`src/rtl/awg_sweep_ctrl_if.sv`:
```
// Host/generator-side signal bundle for awg_sweep_ctrl: sweep configuration and
// control pulses in, generator drive and status out.
interface awg_sweep_ctrl_if #(
  parameter int unsigned FREQ_W  = 12,
  parameter int unsigned DWELL_W = 16
);
  logic [FREQ_W-1:0]  cfg_start_freq;
  logic [FREQ_W-1:0]  cfg_stop_freq;
  logic [FREQ_W-1:0]  cfg_step;
  logic [DWELL_W-1:0] cfg_dwell;
  logic [1:0]         cfg_mode;
  logic [2:0]         cfg_amp;
  logic [7:0]         cfg_phase;
  logic               start;
  logic               abort;
  logic [FREQ_W-1:0]  freq_out;
  logic [2:0]         amp_out;
  logic [7:0]         phase_out;
  logic               gen_en;
  logic               busy;
  logic               done;
  logic               step_strobe;
  logic               cfg_err;

  modport master (
    output cfg_start_freq, cfg_stop_freq, cfg_step, cfg_dwell, cfg_mode,
           cfg_amp, cfg_phase, start, abort,
    input  freq_out, amp_out, phase_out, gen_en, busy, done, step_strobe, cfg_err
  );

  modport slave (
    input  cfg_start_freq, cfg_stop_freq, cfg_step, cfg_dwell, cfg_mode,
           cfg_amp, cfg_phase, start, abort,
    output freq_out, amp_out, phase_out, gen_en, busy, done, step_strobe, cfg_err
  );
endinterface

```
`src/rtl/awg_sweep_ctrl.sv`:
```
// Frequency sweep sequencer for a square-wave generator channel: steps the
// phase-increment word between latched limits, holding each value dwell+1 clocks.
module awg_sweep_ctrl #(
  parameter int unsigned FREQ_W  = 12,
  parameter int unsigned DWELL_W = 16
) (
  input logic             clk,
  input logic             rst_n,
  awg_sweep_ctrl_if.slave bus
);

  typedef enum logic [1:0] {IDLE, RUN, DONE} state_t;

  state_t             state_q, state_d;
  logic [FREQ_W-1:0]  freq_q, freq_d;
  logic [FREQ_W-1:0]  start_q, start_d;
  logic [FREQ_W-1:0]  stop_q, stop_d;
  logic [FREQ_W-1:0]  step_q, step_d;
  logic [DWELL_W-1:0] dwell_q, dwell_d;
  logic [DWELL_W-1:0] cnt_q, cnt_d;
  logic [1:0]         mode_q, mode_d;
  logic [2:0]         amp_q, amp_d;
  logic [7:0]         phase_q, phase_d;
  logic               dir_dn_q, dir_dn_d;
  logic               gen_en_q, gen_en_d;
  logic               busy_q, busy_d;
  logic               done_q, done_d;
  logic               strobe_q, strobe_d;
  logic               err_q, err_d;

  logic [FREQ_W:0]    up_sum;
  logic [FREQ_W:0]    dn_floor;
  logic [FREQ_W-1:0]  up_next;
  logic [FREQ_W-1:0]  dn_next;
  logic               cfg_bad;

  // One extra bit keeps freq+step and start+step from wrapping near full scale.
  always_comb begin
    up_sum   = {1'b0, freq_q} + {1'b0, step_q};
    dn_floor = {1'b0, start_q} + {1'b0, step_q};
    up_next  = (up_sum >= {1'b0, stop_q}) ? stop_q : up_sum[FREQ_W-1:0];
    dn_next  = ({1'b0, freq_q} <= dn_floor) ? start_q : (freq_q - step_q);
    cfg_bad  = (bus.cfg_step == '0) || (bus.cfg_start_freq > bus.cfg_stop_freq);
  end

  always_comb begin
    state_d  = state_q;
    freq_d   = freq_q;
    start_d  = start_q;
    stop_d   = stop_q;
    step_d   = step_q;
    dwell_d  = dwell_q;
    cnt_d    = cnt_q;
    mode_d   = mode_q;
    amp_d    = amp_q;
    phase_d  = phase_q;
    dir_dn_d = dir_dn_q;
    gen_en_d = gen_en_q;
    busy_d   = busy_q;
    done_d   = 1'b0;
    strobe_d = 1'b0;
    err_d    = 1'b0;

    unique case (state_q)
      IDLE: begin
        if (bus.start && !bus.abort) begin
          if (cfg_bad) begin
            err_d = 1'b1;
          end else begin
            start_d  = bus.cfg_start_freq;
            stop_d   = bus.cfg_stop_freq;
            step_d   = bus.cfg_step;
            dwell_d  = bus.cfg_dwell;
            mode_d   = bus.cfg_mode;
            amp_d    = (bus.cfg_amp == '0) ? 3'd1 : bus.cfg_amp;
            phase_d  = bus.cfg_phase;
            freq_d   = bus.cfg_start_freq;
            cnt_d    = '0;
            dir_dn_d = 1'b0;
            state_d  = RUN;
            busy_d   = 1'b1;
            gen_en_d = 1'b1;
            strobe_d = 1'b1;
          end
        end
      end

      RUN: begin
        if (bus.abort) begin
          state_d  = IDLE;
          gen_en_d = 1'b0;
          busy_d   = 1'b0;
        end else if (cnt_q == dwell_q) begin
          cnt_d = '0;
          if (!dir_dn_q) begin
            if (freq_q != stop_q) begin
              freq_d   = up_next;
              strobe_d = 1'b1;
            end else begin
              unique case (mode_q)
                2'b01: begin
                  freq_d   = start_q;
                  strobe_d = 1'b1;
                end
                2'b10: begin
                  dir_dn_d = 1'b1;
                  freq_d   = dn_next;
                  strobe_d = 1'b1;
                end
                default: begin
                  state_d  = DONE;
                  done_d   = 1'b1;
                  busy_d   = 1'b0;
                  gen_en_d = 1'b0;
                end
              endcase
            end
          end else begin
            strobe_d = 1'b1;
            if (freq_q != start_q) begin
              freq_d = dn_next;
            end else begin
              dir_dn_d = 1'b0;
              freq_d   = up_next;
            end
          end
        end else begin
          cnt_d = cnt_q + 1'b1;
        end
      end

      DONE: begin
        state_d = IDLE;
      end

      default: begin
        state_d = IDLE;
      end
    endcase
  end

  always_ff @(posedge clk) begin
    if (!rst_n) begin
      state_q  <= IDLE;
      freq_q   <= '0;
      start_q  <= '0;
      stop_q   <= '0;
      step_q   <= '0;
      dwell_q  <= '0;
      cnt_q    <= '0;
      mode_q   <= '0;
      amp_q    <= '0;
      phase_q  <= '0;
      dir_dn_q <= 1'b0;
      gen_en_q <= 1'b0;
      busy_q   <= 1'b0;
      done_q   <= 1'b0;
      strobe_q <= 1'b0;
      err_q    <= 1'b0;
    end else begin
      state_q  <= state_d;
      freq_q   <= freq_d;
      start_q  <= start_d;
      stop_q   <= stop_d;
      step_q   <= step_d;
      dwell_q  <= dwell_d;
      cnt_q    <= cnt_d;
      mode_q   <= mode_d;
      amp_q    <= amp_d;
      phase_q  <= phase_d;
      dir_dn_q <= dir_dn_d;
      gen_en_q <= gen_en_d;
      busy_q   <= busy_d;
      done_q   <= done_d;
      strobe_q <= strobe_d;
      err_q    <= err_d;
    end
  end

  assign bus.freq_out    = freq_q;
  assign bus.amp_out     = amp_q;
  assign bus.phase_out   = phase_q;
  assign bus.gen_en      = gen_en_q;
  assign bus.busy        = busy_q;
  assign bus.done        = done_q;
  assign bus.step_strobe = strobe_q;
  assign bus.cfg_err     = err_q;

endmodule

```
`src/flat_wrapper.sv`:
```
// flat-port wrapper written by rule: the top's interface ports become plain ports
module awg_sweep_ctrl_flat 
#(
  parameter int unsigned FREQ_W  = 12,
  parameter int unsigned DWELL_W = 16
)
  (clk, rst_n, bus_cfg_start_freq, bus_cfg_stop_freq, bus_cfg_step, bus_cfg_dwell, bus_cfg_mode, bus_cfg_amp, bus_cfg_phase, bus_start, bus_abort, bus_freq_out, bus_amp_out, bus_phase_out, bus_gen_en, bus_busy, bus_done, bus_step_strobe, bus_cfg_err);
  awg_sweep_ctrl_if #(.FREQ_W(FREQ_W), .DWELL_W(DWELL_W)) bus_i ();
  input logic clk;
  input logic rst_n;
  input wire logic [$bits(bus_i.cfg_start_freq)-1:0] bus_cfg_start_freq;
  input wire logic [$bits(bus_i.cfg_stop_freq)-1:0] bus_cfg_stop_freq;
  input wire logic [$bits(bus_i.cfg_step)-1:0] bus_cfg_step;
  input wire logic [$bits(bus_i.cfg_dwell)-1:0] bus_cfg_dwell;
  input wire logic [$bits(bus_i.cfg_mode)-1:0] bus_cfg_mode;
  input wire logic [$bits(bus_i.cfg_amp)-1:0] bus_cfg_amp;
  input wire logic [$bits(bus_i.cfg_phase)-1:0] bus_cfg_phase;
  input wire logic [$bits(bus_i.start)-1:0] bus_start;
  input wire logic [$bits(bus_i.abort)-1:0] bus_abort;
  output wire logic [$bits(bus_i.freq_out)-1:0] bus_freq_out;
  output wire logic [$bits(bus_i.amp_out)-1:0] bus_amp_out;
  output wire logic [$bits(bus_i.phase_out)-1:0] bus_phase_out;
  output wire logic [$bits(bus_i.gen_en)-1:0] bus_gen_en;
  output wire logic [$bits(bus_i.busy)-1:0] bus_busy;
  output wire logic [$bits(bus_i.done)-1:0] bus_done;
  output wire logic [$bits(bus_i.step_strobe)-1:0] bus_step_strobe;
  output wire logic [$bits(bus_i.cfg_err)-1:0] bus_cfg_err;
  assign bus_i.cfg_start_freq = bus_cfg_start_freq;
  assign bus_i.cfg_stop_freq = bus_cfg_stop_freq;
  assign bus_i.cfg_step = bus_cfg_step;
  assign bus_i.cfg_dwell = bus_cfg_dwell;
  assign bus_i.cfg_mode = bus_cfg_mode;
  assign bus_i.cfg_amp = bus_cfg_amp;
  assign bus_i.cfg_phase = bus_cfg_phase;
  assign bus_i.start = bus_start;
  assign bus_i.abort = bus_abort;
  assign bus_freq_out = bus_i.freq_out;
  assign bus_amp_out = bus_i.amp_out;
  assign bus_phase_out = bus_i.phase_out;
  assign bus_gen_en = bus_i.gen_en;
  assign bus_busy = bus_i.busy;
  assign bus_done = bus_i.done;
  assign bus_step_strobe = bus_i.step_strobe;
  assign bus_cfg_err = bus_i.cfg_err;
  awg_sweep_ctrl #(.FREQ_W(FREQ_W), .DWELL_W(DWELL_W)) u_core (.clk(clk), .rst_n(rst_n), .bus(bus_i));
endmodule
```
`config.mk`:
```
export PLATFORM = sky130hd
export DESIGN_NAME = awg_sweep_ctrl_flat
export DESIGN_NICKNAME = d
export VERILOG_FILES = /design/src/rtl/awg_sweep_ctrl_if.sv /design/src/rtl/awg_sweep_ctrl.sv /design/src/flat_wrapper.sv
export SDC_FILE = /design/constraint.sdc
export NUM_CORES = 1
export LEC_CHECK = 0
export ABC_AREA = 1
export ABC_CLOCK_PERIOD_IN_PS = 4600
export BUFFER_PORTS_ARGS = -buffer_cell sky130_fd_sc_hd__buf_2
export CAP_MARGIN = 20
export CORE_UTILIZATION = 30
export DETAILED_ROUTE_END_ITERATION = 8
export HOLD_SLACK_MARGIN = 0.02
export PLACE_DENSITY = 0.51
export REMOVE_ABC_BUFFERS = 1
export SLEW_MARGIN = 30
export SYNTH_ARGS = -nofsm -noshare
export SYNTH_HDL_FRONTEND = slang
export SYNTH_SLANG_ARGS = --single-unit
export TNS_END_PERCENT = 10
```
`constraint.sdc`:
```
create_clock -name clk -period 4.6 [get_ports clk]
set_clock_uncertainty 0.2 [all_clocks]
set_input_delay 0.92 -clock clk [delete_from_list [all_inputs] [get_ports clk]]
set_output_delay 0.92 -clock clk [all_outputs]
set_load 0.01 [all_outputs]
```
==> flow_summary.json <==
{
  "fin_crit_sh_pct": 88.3,
  "maxSlewHeadroom_pct": 56.1,
  "crit_start": "u_core.start_q[4]",
  "syn_area_um2": 7800,
  "synthSimpleGateAreaFrac_pct": 26.9,
  "dr_wl_met3_um": 765,
  "path_common_cell": "nand2_1",
  "insertedDiodeCount": 0,
  "critPathTopFamily": "simple AND/OR/NAND/NOR gates",
  "dr_wl_met2_um": 11300,
  "finalHoldViolCount": 0,
  "worstMarginPinSlew_ns": 0.654,
  "cts_buffers": 9,
  "arrival_ns": 4.16,
  "cellPowerDensity_nw_per_um2": 313,
  "die_h_um": 163,
  "drt_iter0_drc": 362,
  "r2r-start": "u_core.start_q[4]",
  "drive_above_1_share_pct": 17.7,
  "synthAdderAreaFrac_pct": 12.5,
  "setup_viol": 0,
  "via_per_inst": 4.84,
  "tritoncts": "done",
  "reg2reg_slack_ns": 0.54,
  "grt_usage_pct": 18.8,
  "ios": 97,
  "r2r_cells": 27,
  "synth_flop_cell": "dfxtp_1",
  "area_delta_synth_final_pct": 14.0,
  "fin_crit_ns": 4.06,
  "crit_buf_inv": 2,
  "maxSlewViolCount": 0,
  "gp_congestion": 0.908,
  "dieArea_um2": 26600,
  "fin_nets": 1335,
  "critPathMaxFanout": 18,
  "r2r_end": "u_core.bus.freq_out[11]",
  "dieWidth_um": 163,
  "antenna_found_initial": 0,
  "seq_area_frac_synth_pct": 25.7,
  "drt-total-wl_um": 24300,
  "rsz0062_at_grt": "false",
  "synth_edf_count": 0,
  "cts_sinks": 100,
  "yosys_warnings": 0,
  "max_freq_ghz": 0.246,
  "synth.distinct_cells": 52,
  "clkLatencyLatePin_ns": 0.36,
  "clock-root-buffer": "clkbuf_16",
  "peakVddDrop_v": 0.000241,
  "grt_overflow_total": 0,
  "worst_slack_ns": 0.540,
  "wl_met1_um": 11600,
  "synth_top_family_by_area": "simple AND/OR/NAND/NOR gates",
  "min_to": "u_core.bus.phase_out[4]",
  "maxCapViolCount": 0,
  "synthCells": 1109,
  "dpl_worst_slack_ns": 0.472,
  "synth-compound-area-share_pct": 18.0,
  "async_flop_share_pct": 0,
  "top_layer_used": "met4",
  "min_from": "u_core.bus.phase_out[4]",
  "ys_ff_latch": 100,
  "clk_pin_slew_ns": 0.08,
  "grt_pass1_vias": 6973,
  "drc": 0,
  "required_ns": 4.69,
  "cts_buffer_depth": 2,
  "cts.htree.levels": 3,
  "power_leakage_uw": 0.00408,
  "core_area_um2": 25300,
  "synth_mux_area_share_pct": 0,
  "grt_pass1_wl_um": 38300,
  "setup.worst_path.end_class": "flop",
  "initial_utilization_pct": 30.8,
  "vias": 7376,
  "tns_ns": 0,
  "port_buffers": 96,
  "synthXorXnorAreaFrac_pct": 7.40,
  "hold_depth": 2,
  "start_kind": "flop",
  "grt_max_degree": 51,
  "min_path_type": "flop to flop",
  "antenna_left": 0,
  "slowest_stage": "dfxtp_1",
  "cpPeakStageDelay_ns": 0.51,
  "timing_worst_setup_path_type": "flop to flop",
  "outcome": "finished, final reports clean",
  "drt_first_pass_iters": 5,
  "synth.avg_cell_area_um2": 7.03,
  "fp-row-count": 58,
  "hpwl_um": 18900,
  "wire_per_inst_um": 15.9
}
metrics by stage:
stage / hold slack [ns] / instance area (um2) / instances / power [uW] / util, %
after floorplan: 0.235 / 7570 / 1068 / 1670 / -
after global placement: 0.249 / 8580 / 1509 / 1980 / 33.9
after detailed placement: 0.256 / 8580 / 1509 / 1980 / 33.9
after CTS: 0.268 / 8890 / 1525 / 2810 / 35.1
after global routing: 0.288 / 8890 / 1525 / 2980 / 35.1
final: 0.265 / 8890 / 1525 / 2790 / 35.1
cell families (layout without fill, tap and decap cells):
group,count (synthesis),count (layout)
compound gates,250,250
xor+xnor,65,65
fa+ha+maj,76,76
buf+inv,176,262
flops,100,100
simple gates,442,442
how the worst max path moves through the flow:
stage / slack [ns] / endpoint / cells after the start
2_1_floorplan: 0.41 / u_core.start_q[0] / 11
3_3_place_gp: 0.54 / u_core.bus.freq_out[11] / 28
3_5_place_dp: 0.47 / u_core.bus.freq_out[11] / 27
4_1_cts: 0.45 / u_core.bus.freq_out[11] / 27
5_1_grt: 0.07 / u_core.bus.freq_out[11] / 27
6_report: 0.54 / u_core.bus.freq_out[11] / 27
power breakdown:
group	switching, uW	internal, uW
logic	654	342
clock network	393	432
registers	51.7	914
what timing repair did:
item | 4_1_cts | 5_1_grt
buffers inserted | 0 | 0
endpoints found under the setup margin | 0 | 1
hold buffers | 0 | 0
resized for setup | 0 | 1
worst register-to-register path: cells and delay by family, from the launching register on:
kind            cells  cell delay, ns
fa+ha+maj           2            0.65
simple gates       15            1.31
xor+xnor            1            0.09
flops               1            0.51
buf+inv             2            0.30
compound gates      7            0.97
synthesized netlist by cell type (17+ instances only):
library cell / number / area [um2]
nor3_1: 18 / 90.1
ha_1: 73 / 913
dfxtp_1: 100 / 2000
nor2_1: 54 / 203
a21oi_1: 123 / 616
clkbuf_1: 17 / 63.8
nand3_1: 45 / 225
nand2_1: 250 / 938
xor2_1: 46 / 403
o21ai_0: 62 / 310
xnor2_1: 18 / 158
nand4_1: 19 / 119
a21oi_2: 17 / 149
inv_1: 118 / 443
cell usage in the layout (no fill, tap or decap), types with 17 or more instances in the layout:
master	instances
nand2_1	250
nor2_1	54
buf_2	96
a21oi_2	17
dfxtp_1	99
a21oi_1	123
xor2_1	46
o21ai_0	62
nor3_1	18
xnor2_1	18
nand4_1	19
ha_1	73
nand3_1	45
inv_1	117
registers in the layout, indices dropped and copies added, names as in the netlist, 2 cells and up:
register and flops:
u_core.bus.amp_out 3, u_core.bus.freq_out 12, u_core.bus.phase_out 8, u_core.cnt_q 16, u_core.dwell_q 16, u_core.mode_q 2, u_core.start_q 12, u_core.state_q 2
u_core.step_q 12, u_core.stop_q 12
final cells by class:
type | instances | area, um2
clock buffers | 9 | 225
clock inverters | 7 | 81.3
fillers | 2762 | 16400
inverters | 135 | 517
multi-input cells | 833 | 5060
flip-flops and latches | 100 | 2000
well taps | 330 | 413
repair buffers | 111 | 593
layer usage:
layer	track usage, %	vias to the layer above
li1	-	3828
met1	25.1	3371
met2	30.9	144
met3	2.36	33
met4	6.46	0
met5	0	-
Note: power is estimated with default switching activity, not from simulation.
